==> config.mk <==
export PLATFORM = sky130hd
export DESIGN_NAME = block_aligner
export DESIGN_NICKNAME = d
export VERILOG_FILES = /design/src/rtl/block_aligner.sv
export SDC_FILE = /design/constraint.sdc
export NUM_CORES = 1
export LEC_CHECK = 0
export ABC_AREA = 0
export CAP_MARGIN = 20
export CORE_MARGIN = 4
export CORE_UTILIZATION = 38
export CTS_CLUSTER_SIZE = 12
export DETAILED_ROUTE_END_ITERATION = 8
export HOLD_SLACK_MARGIN = 0.15
export PLACE_DENSITY = 0.64
export SLEW_MARGIN = 10
export SYNTH_ARGS = -nofsm -noshare
export SYNTH_HDL_FRONTEND = slang
export SYNTH_SLANG_ARGS = --single-unit
==> constraint.sdc <==
create_clock -name clk -period 8.9 [get_ports clk]
set_input_delay 2.225 -clock clk [delete_from_list [all_inputs] [get_ports clk]]
set_output_delay 2.225 -clock clk [all_outputs]
set_load 0.01 [all_outputs]
==> src/rtl/block_aligner.sv <==
// Buffers a group of floating-point operands while tracking the largest exponent,
// then replays each one as a two's-complement fixed-point value aligned to that exponent.
module block_aligner #(
    parameter int DEPTH  = 16,
    parameter int MANT_W = 11,
    parameter int EXP_W  = 6,
    parameter int SUM_W  = 20
) (
    input  logic             clk,
    input  logic             rst,
    input  logic             in_valid,
    output logic             in_ready,
    input  logic             in_sign,
    input  logic [MANT_W-1:0] in_mant,
    input  logic [EXP_W-1:0] in_exp,
    input  logic             in_last,
    output logic             out_valid,
    input  logic             out_ready,
    output logic [SUM_W-1:0] out_sum,
    output logic [EXP_W-1:0] out_exp_max,
    output logic             out_last
);
    // state   | meaning
    // COLLECT | accepting operands, tracking the running maximum exponent
    // DRAIN   | replaying buffered operands aligned to the latched maximum
    typedef enum logic {COLLECT, DRAIN} state_t;

    localparam int IDX_W = $clog2(DEPTH);
    localparam int CNT_W = $clog2(DEPTH + 1);

    state_t state, state_next;

    logic              buf_sign [DEPTH];
    logic [MANT_W-1:0] buf_mant [DEPTH];
    logic [EXP_W-1:0]  buf_exp  [DEPTH];

    logic [CNT_W-1:0] count;
    logic [CNT_W-1:0] idx;
    logic [EXP_W-1:0] run_max;
    logic [EXP_W-1:0] max_upd;
    logic             accept;
    logic             close;
    logic             drain_done;
    logic             e0_sign;
    logic [MANT_W-1:0] e0_mant;
    logic [EXP_W-1:0] e0_exp;

    function automatic logic [SUM_W-1:0] align(input logic s, input logic [MANT_W-1:0] m,
                                               input logic [EXP_W-1:0] e,
                                               input logic [EXP_W-1:0] emax);
        logic [EXP_W-1:0] sh;
        logic [SUM_W-2:0] full;
        logic [SUM_W-2:0] mag;
        sh   = emax - e;
        full = {m, {(SUM_W-1-MANT_W){1'b0}}};
        mag  = (sh >= EXP_W'(SUM_W-1)) ? '0 : (full >> sh);
        return s ? (SUM_W'(0) - {1'b0, mag}) : {1'b0, mag};
    endfunction

    assign in_ready   = (state == COLLECT);
    assign accept     = in_valid && in_ready;
    assign close      = accept && (in_last || (count == CNT_W'(DEPTH - 1)));
    assign drain_done = (state == DRAIN) && out_valid && out_ready && out_last;
    assign max_upd    = ((in_mant != '0) && (in_exp > run_max)) ? in_exp : run_max;

    // A group of one closes on its own operand before it reaches the buffer.
    assign e0_sign = (count == '0) ? in_sign : buf_sign[0];
    assign e0_mant = (count == '0) ? in_mant : buf_mant[0];
    assign e0_exp  = (count == '0) ? in_exp  : buf_exp[0];

    always_ff @(posedge clk) begin
        if (rst) state <= COLLECT;
        else     state <= state_next;
    end

    always_comb begin
        state_next = state;
        case (state)
            COLLECT: if (close)      state_next = DRAIN;
            DRAIN:   if (drain_done) state_next = COLLECT;
            default:                 state_next = COLLECT;
        endcase
    end

    always_ff @(posedge clk) begin
        if (accept) begin
            buf_sign[count[IDX_W-1:0]] <= in_sign;
            buf_mant[count[IDX_W-1:0]] <= in_mant;
            buf_exp[count[IDX_W-1:0]]  <= in_exp;
        end
    end

    always_ff @(posedge clk) begin
        if (rst) begin
            count       <= '0;
            idx         <= '0;
            run_max     <= '0;
            out_valid   <= 1'b0;
            out_sum     <= '0;
            out_exp_max <= '0;
            out_last    <= 1'b0;
        end else if (state == COLLECT) begin
            if (accept) begin
                count   <= count + CNT_W'(1);
                run_max <= max_upd;
            end
            // Entry 0 is loaded on the closing edge so output starts the next cycle.
            if (close) begin
                out_valid   <= 1'b1;
                out_sum     <= align(e0_sign, e0_mant, e0_exp, max_upd);
                out_exp_max <= max_upd;
                out_last    <= (count == '0);
                idx         <= CNT_W'(1);
            end
        end else begin
            if (drain_done) begin
                out_valid <= 1'b0;
                count     <= '0;
                run_max   <= '0;
                idx       <= '0;
            end else if ((!out_valid || out_ready) && (idx < count)) begin
                out_valid <= 1'b1;
                out_sum   <= align(buf_sign[idx[IDX_W-1:0]], buf_mant[idx[IDX_W-1:0]],
                                   buf_exp[idx[IDX_W-1:0]], out_exp_max);
                out_last  <= (idx == count - CNT_W'(1));
                idx       <= idx + CNT_W'(1);
            end
        end
    end
endmodule

; Word-level counts from Yosys, hierarchy flattened
; Memories as Yosys holds them, arrays and structs flattened. A register that Yosys moved wholly into a read port is not among the register bits.
; Cells that the tools add are included.
[op_classes]
n_eq_ne = 6
n_mux = 41
shifts = 2
add_sub_neg = 7
n_lt_le_gt_ge = 4
reduce_logical = 18
n_mul = 0
div = 0
bitwise_logic = 1
[ops]
columns = op, n
row1 = $mux 20, 6
row2 = $sub 1x19->20 const A, 2
row3 = $mux 19, 2
row4 = $shr 19x6->19, 2
row5 = $mux 5, 7
row6 = $mux 6, 5
row7 = $mux 4, 6
row8 = $mux 1, 13
row9 = $ge 6x5->1 const B, 2
row10 = $sub 6x6->6, 2
row11 = $mux 11, 1
row12 = $reduce_bool 11->1, 1
row13 = $add 5x1->5 const B, 2
row14 = $logic_and 1x1->1, 7
row15 = $gt 6x6->1, 1
row16 = $reduce_and 2->1, 3
row17 = $eq 5x4->1 const B, 1
row18 = $eq 5x5->1, 1
row19 = $logic_not 5->1, 1
row20 = $lt 5x5->1, 1
row21 = $sub 5x1->5 const B, 1
row22 = $ne 2x1->1 const B, 2
row23 = $reduce_bool 2->1, 2
row24 = $ne 3x1->1 const B, 1
row25 = 6 further kinds, 7
[word_totals]
ram_bits = 288
wordCells = 90
output_inout_bits = 29
romBits = 0
inputBits = 23
latchBits = 0
mem_count = 3
regBits = 45
[mem_list]
columns = name, words, word_bits, read_ports, rd_ports_with_merged_regs, wr, line
row1 = buf_mant, 16, 11, 2, 1, 1, 34  ; logic [MANT_W-1:0] buf_mant [DEPTH];
row2 = buf_exp, 16, 6, 2, 1, 1, 35  ; logic [EXP_W-1:0] buf_exp [DEPTH];
row3 = buf_sign, 16, 1, 2, 1, 1, 33  ; logic buf_sign [DEPTH];

; Logic depth before layout (Yosys ltp)
[depth]
word_depth = 10
ltp_mapped = 25
depth_no_buf = 23

; Worst setup path after synthesis
; No wires, ideal clock.
[synth_timing]
kind = in2reg
startpoint = input port in_exp[5]
endpoint = register out_sum[4]
n_path_buf = 1
arrival_ns = 7.408
slack_ns = 1.373
setup_time_ns = 0.119
path_stages = 22
required_time_ns = 8.781
cell_sequence = ha_1 > nand4_1 > o221ai_1 > nand2_1 > nor2_1 > a21oi_1 > ha_1 > fa_1 > clkbuf_1 > inv_2 > mux2i_1 > nand2_1 > a21boi_0 > and3_1 > a2111oi_0 > a22oi_1 > or2_2 > ha_1 > o21ai_1 > mux2_2 > o31a_1 > o221a_2
[synth_via]
elab_chain_cells = 10
word_cells_on_any_way = 12
cone_classes = 2 x add/sub / 2 x order compare / 1 x shift / 6 x mux / 1 x reduce/logical
[synth_lines]
columns = element, line
row1 = from (decl), 15  ; input logic [EXP_W-1:0] in_exp,
row2 = $gt 6x6->1, 64  ; assign max_upd = ((in_mant != '0) && (in_exp > run_max)) ? in_exp : run_max;
row3 = $logic_and 1x1->1, 64
row4 = $mux 6, 64
row5 = $sub 6x6->6 *, 54  ; sh = emax - e;
row6 = $shr 19x6->19 / $ge 6x5->1 (equally long branches), 56  ; mag = (sh >= EXP_W'(SUM_W-1)) ? '0 : (full >> sh);
row7 = $mux 19 *, 56
row8 = $sub 1x19->20, 57  ; return s ? (SUM_W'(0) - {1'b0, mag}) : {1'b0, mag};
row9 = $mux 20 *, 57
row10 = $mux 20 *, 108  ; if (close) begin
row11 = $mux 20 *, 102  ; end else if (state == COLLECT) begin
row12 = to (signal assigned), 110  ; out_sum <= align(e0_sign, e0_mant, e0_exp, max_upd);
row13 = to (signal assigned), 123  ; out_sum <= align(buf_sign[idx[IDX_W-1:0]], buf_mant[idx[IDX_W-1:0]],
row14 = to (decl), 19  ; output logic [SUM_W-1:0] out_sum,
; Every way passes the cells marked *; elsewhere a longest branch is shown, timed or not. The select of a mux whose other input is x is not followed.
; A chain may end at the register's enable or synchronous reset.

; Worst setup path after layout
[layout_timing]
startpoint = input port in_exp[0]
endpoint = register out_sum[4]
; Same word-level chain as after synthesis.

==> flow_summary_export.csv <==
group,metric,value,unit
run_status,status,"complete, no violations",
clock_tree,cts_max_level,2,
logic_synthesis,synth_top_family_by_area,"compound AO/OA/AOI/OAI gates",
clock_tree,cts_tree,"built",
cells_and_area,fillers,4157,
detailed_routing,drt_wl_total,50190,um
logic_synthesis,async_reset_ff_frac,0,
clock_tree,root_buffer,"clkbuf_16",
power_and_ir_drop,ir_drop,0.1607,mV
detailed_routing,wire_per_inst,23.62,um
logic_synthesis,syn_nets,1480,
placement,gp_congestion,0.8937,
detailed_routing,first_pass_iters,6,
logic_synthesis,synth-main-ff-cell,"edfxtp_1",
worst_setup_path,cp-end-kind,"flop",
timing,maxSlewHeadroom,0.3279,
cells_and_area,layout.cells.non_filler,2125,
cells_and_area,multiInputGateArea,7542,um^2
timing,timing.final.crit_share,0.8783,
min_path,min_from,"out_sum[0]",
timing,setup_viol,0,
placement,dp_cells,2061,
power_and_ir_drop,switchingPower,1.639,mW
floorplan,die_w,223.7,um
global_routing,overflow,0,
floorplan,start_util,0.3870,
detailed_routing,ant_nets,0,
worst_setup_path,reg2reg_depth,18,
logic_synthesis,synthCells,1427,
logic_synthesis,synth_area,17670,um^2
logic_synthesis,synth_mux_area_frac,0.1325,
cells_and_area,regArea,9635,um^2
worst_setup_path,rr_endpoint,"out_sum[10]",
logic_synthesis,synth_edf_count,288,
global_routing,grt_usage,0.1976,
logic_synthesis,synth-simple-area-share,0.1157,
logic_synthesis,synth_seq_area_share,0.5448,
floorplan,core.rowCount,78,
min_path,holdCritPathClass,"flop to flop",
placement,numPortBuffers,51,
logic_synthesis,synthXorXnorAreaFrac,0.01727,
detailed_routing,vias_per_cell,5.960,
power_and_ir_drop,leakage,6.706,nW
worst_setup_path,critPathLaunchType,"input port",
clock_tree,numCtsBuffers,38,
detailed_routing,drt_iter0_markers,1410,
power_and_ir_drop,clock_power_share,0.307,
floorplan,coreArea,45670,um^2
floorplan,ioPinCount,52,
placement,placed_area,19030,um^2
global_routing,grt_max_degree,53,
logic_synthesis,synth.avg_cell_area,12.39,um^2
power_and_ir_drop,sequentialPowerShare,0.373,
global_routing,antenna_found_initial,0,
timing,setup_tns,0,ns
clock_tree,hold_buffers,0,
logic_synthesis,synth_compound_area_frac,0.1354,
logic_synthesis,synth.distinct_cells,103,
detailed_routing,vias,12660,
job,drv_cap,0,
min_path,hold_end,"out_sum[0]",
cells_and_area,syn_to_final_growth,14.16,%
worst_setup_path,required,9.36,ns
cells_and_area,drive_gt1_frac,0.1502,
clock_tree,ctsResizeCount,0,
clock_tree,clk_latency,0.56,ns
logic_synthesis,synth-seq-cells,337,
worst_setup_path,critPathArrivalTime,8.28,ns
cells_and_area,final_nets,1555,
worst_setup_path,rrSetupSlack,2.19,ns
power_and_ir_drop,switching_share,0.3446,
timing,rsz0062_at_grt,"false",
power_and_ir_drop,p_comb_frac,0.319,
clock_tree,cts.path.max_buffers,3,
global_routing,first_global_vias,12210,
clock_tree,clkSlewWorstSetupHoldPaths,0.06,ns
timing,tightest_slew,1.008,ns
timing,hold_violations,0,
timing,fin_crit,7.817,ns
timing,max_freq,0.1279,GHz
timing,slew_violations,0,
logic_synthesis,synthAdderAreaFrac,0.02209,
power_and_ir_drop,powerDensity,235.6,nW/um^2
floorplan,die-area,50030,um^2
worst_setup_path,cp_max_fo,9,
worst_setup_path,worstSetupPathType,"input port to flop",
placement,dp_hpwl,34020,um
timing,whs,0.4634,ns
timing,clock_skew,0.02291,ns
clock_tree,clock_sinks,337,
min_path,min_path_cells,2,
power_and_ir_drop,internal-power,3.116,mW
global_routing,grt_pass1_wl,76390,um
cells_and_area,final_area,20180,um^2
cells_and_area,antennaDiodeCount,0,
logic_synthesis,yosysWarnings,0,
detailed_routing,drc,0,
floorplan,fp.dieH,223.7,um
clock_tree,postCtsSetupBuffers,0,
==> stage by stage <==
stage | util | power [mW] | worst slack, ns
after global placement | 0.4167 | 3.286 | 0.7005
after detailed placement | 0.4167 | 3.290 | 0.4983
after CTS | 0.4416 | 4.750 | 1.086
final | 0.4418 | 4.754 | 1.083
after floorplan | - | 2.865 | 1.373
after global routing | 0.4418 | 4.973 | 0.4715
==> kinds of logic after synthesis <==
group                    after synthesis
flip-flops                           337
AO/OA/AOI/OAI                        334
adder cells (fa/ha/maj)               30
buffers and inverters                119
AND/OR/NAND/NOR                      401
XOR/XNOR                              34
multiplexers                         172
==> per-layer routing <==
metal	up-vias	global-route usage	part of all wire
met5	-	0	0
met4	0	0.03897	0.017
met3	64	0.04023	0.078
met2	491	0.3102	0.46
met1	6347	0.2881	0.45
li1	5762	-	-
==> power by group through the flow <==
stage | registers, mW | logic, mW | clock network, mW
detailed placement | 1.81 | 1.48 | 0
CTS | 1.77 | 1.49 | 1.49
global placement | 1.81 | 1.48 | 0
global route | 1.78 | 1.64 | 1.56
floorplan | 1.80 | 1.06 | 0
finish | 1.77 | 1.52 | 1.46
==> synthesized netlist by cell type (all sizes together), types with 4 or more instances <==
cell | n | area share
edfxtp | 288 | 0.49
nor2 | 116 | 0.027
mux2i | 114 | 0.065
nand2 | 93 | 0.020
a21oi | 76 | 0.022
o21ai | 55 | 0.016
nand3 | 53 | 0.015
dfxtp | 49 | 0.056
mux4 | 48 | 0.061
inv | 45 | 0.0096
a22oi | 40 | 0.017
clkbuf | 38 | 0.0081
buf | 35 | 0.014
nor3 | 33 | 0.0096
ha | 28 | 0.020
a211oi | 23 | 0.011
nand4 | 22 | 0.0078
a31oi | 20 | 0.0071
xnor2 | 19 | 0.0094
nor4 | 16 | 0.0069
xor2 | 15 | 0.0079
a21o | 11 | 0.0047
and2 | 11 | 0.0039
and3 | 11 | 0.0039
o211ai | 11 | 0.0047
mux2 | 10 | 0.0068
nor2b | 9 | 0.0032
o21a | 8 | 0.0034
or3 | 8 | 0.0028
a2111oi | 7 | 0.0056
a221oi | 7 | 0.0045
a311oi | 6 | 0.0030
and4 | 5 | 0.0025
o32ai | 5 | 0.0029
or2 | 5 | 0.0018
a221o | 4 | 0.0023
a41oi | 4 | 0.0020
o2111a | 4 | 0.0025
o22ai | 4 | 0.0014
o41ai | 4 | 0.0020
==> registers in the layout, summed over array words and instances (netlist names), named ones only <==
register     flops
buf_exp         96
buf_mant       176
buf_sign        16
count            5
idx              5
out_exp_max      6
out_last         1
out_sum         20
out_valid        1
run_max          6
state            1
==> layout by cell type, fill, tap and decap left out, types with 6 or more instances in the layout <==
cell type / count
a211oi_1: 20
a21o_1: 11
a21oi_1: 74
a22oi_1: 40
a311oi_1: 6
a31oi_1: 20
and2_1: 10
and3_1: 11
buf_4: 57
clkbuf_1: 10
clkbuf_16: 38
clkdlybuf4s50_1: 51
clkinv_1: 6
dfxtp_1: 46
edfxtp_1: 288
ha_1: 28
inv_1: 42
mux2_2: 8
mux2i_1: 114
mux4_2: 48
nand2_1: 90
nand3_1: 52
nand4_1: 22
nor2_1: 97
nor2_2: 11
nor2_4: 8
nor2b_1: 9
nor3_1: 29
nor4_1: 14
o211ai_1: 11
o21a_1: 8
o21ai_0: 47
o21ai_1: 7
or3_1: 8
xnor2_1: 18
xor2_1: 14
==> how the worst max path moves through the flow <==
| stage | endpoint | slack (ns) | cells past startpoint | startpoint |
|---|---|---|---|---|
| after global routing | out_sum[10] | 0.47 | 24 | in_exp[0] |
| after detailed placement | out_sum[4] | 0.50 | 21 | in_mant[2] |
| after CTS | out_sum[10] | 1.09 | 22 | in_mant[2] |
| after floorplan | out_sum[4] | 1.37 | 22 | in_exp[5] |
| final | out_sum[4] | 1.08 | 23 | in_exp[0] |
| after global placement | out_sum[10] | 0.70 | 22 | in_mant[2] |
==> final cells by class <==
| class | instances | share of cell area |
|---|---|---|
| Timing Repair Buffer | 108 | 0.04651 |
| Inverter | 46 | 0.008558 |
| Multi-Input combinational cell | 971 | 0.3738 |
| Tap cell | 600 | 0.03721 |
| Clock inverter | 15 | 0.007379 |
| Sequential cell | 337 | 0.4776 |
| Clock buffer | 48 | 0.04899 |
==> worst max-delay path: stages <==
cell	delay, ns
clkdlybuf4s50_1	0.64
inv_1	0.13
ha_1	0.22
inv_1	0.05
a21oi_1	0.05
o221ai_1	0.38
nand2_1	0.19
buf_4	0.21
mux2i_1	0.27
fa_1	0.52
inv_2	0.21
mux2i_1	0.27
nand2_1	0.12
a21boi_0	0.19
and3_1	0.22
a2111oi_0	0.50
a22oi_1	0.24
or2_2	0.33
ha_1	0.24
o21ai_1	0.16
mux2_2	0.37
o31a_1	0.30
o221a_2	0.22
Note: power is estimated with default switching activity, not from simulation.
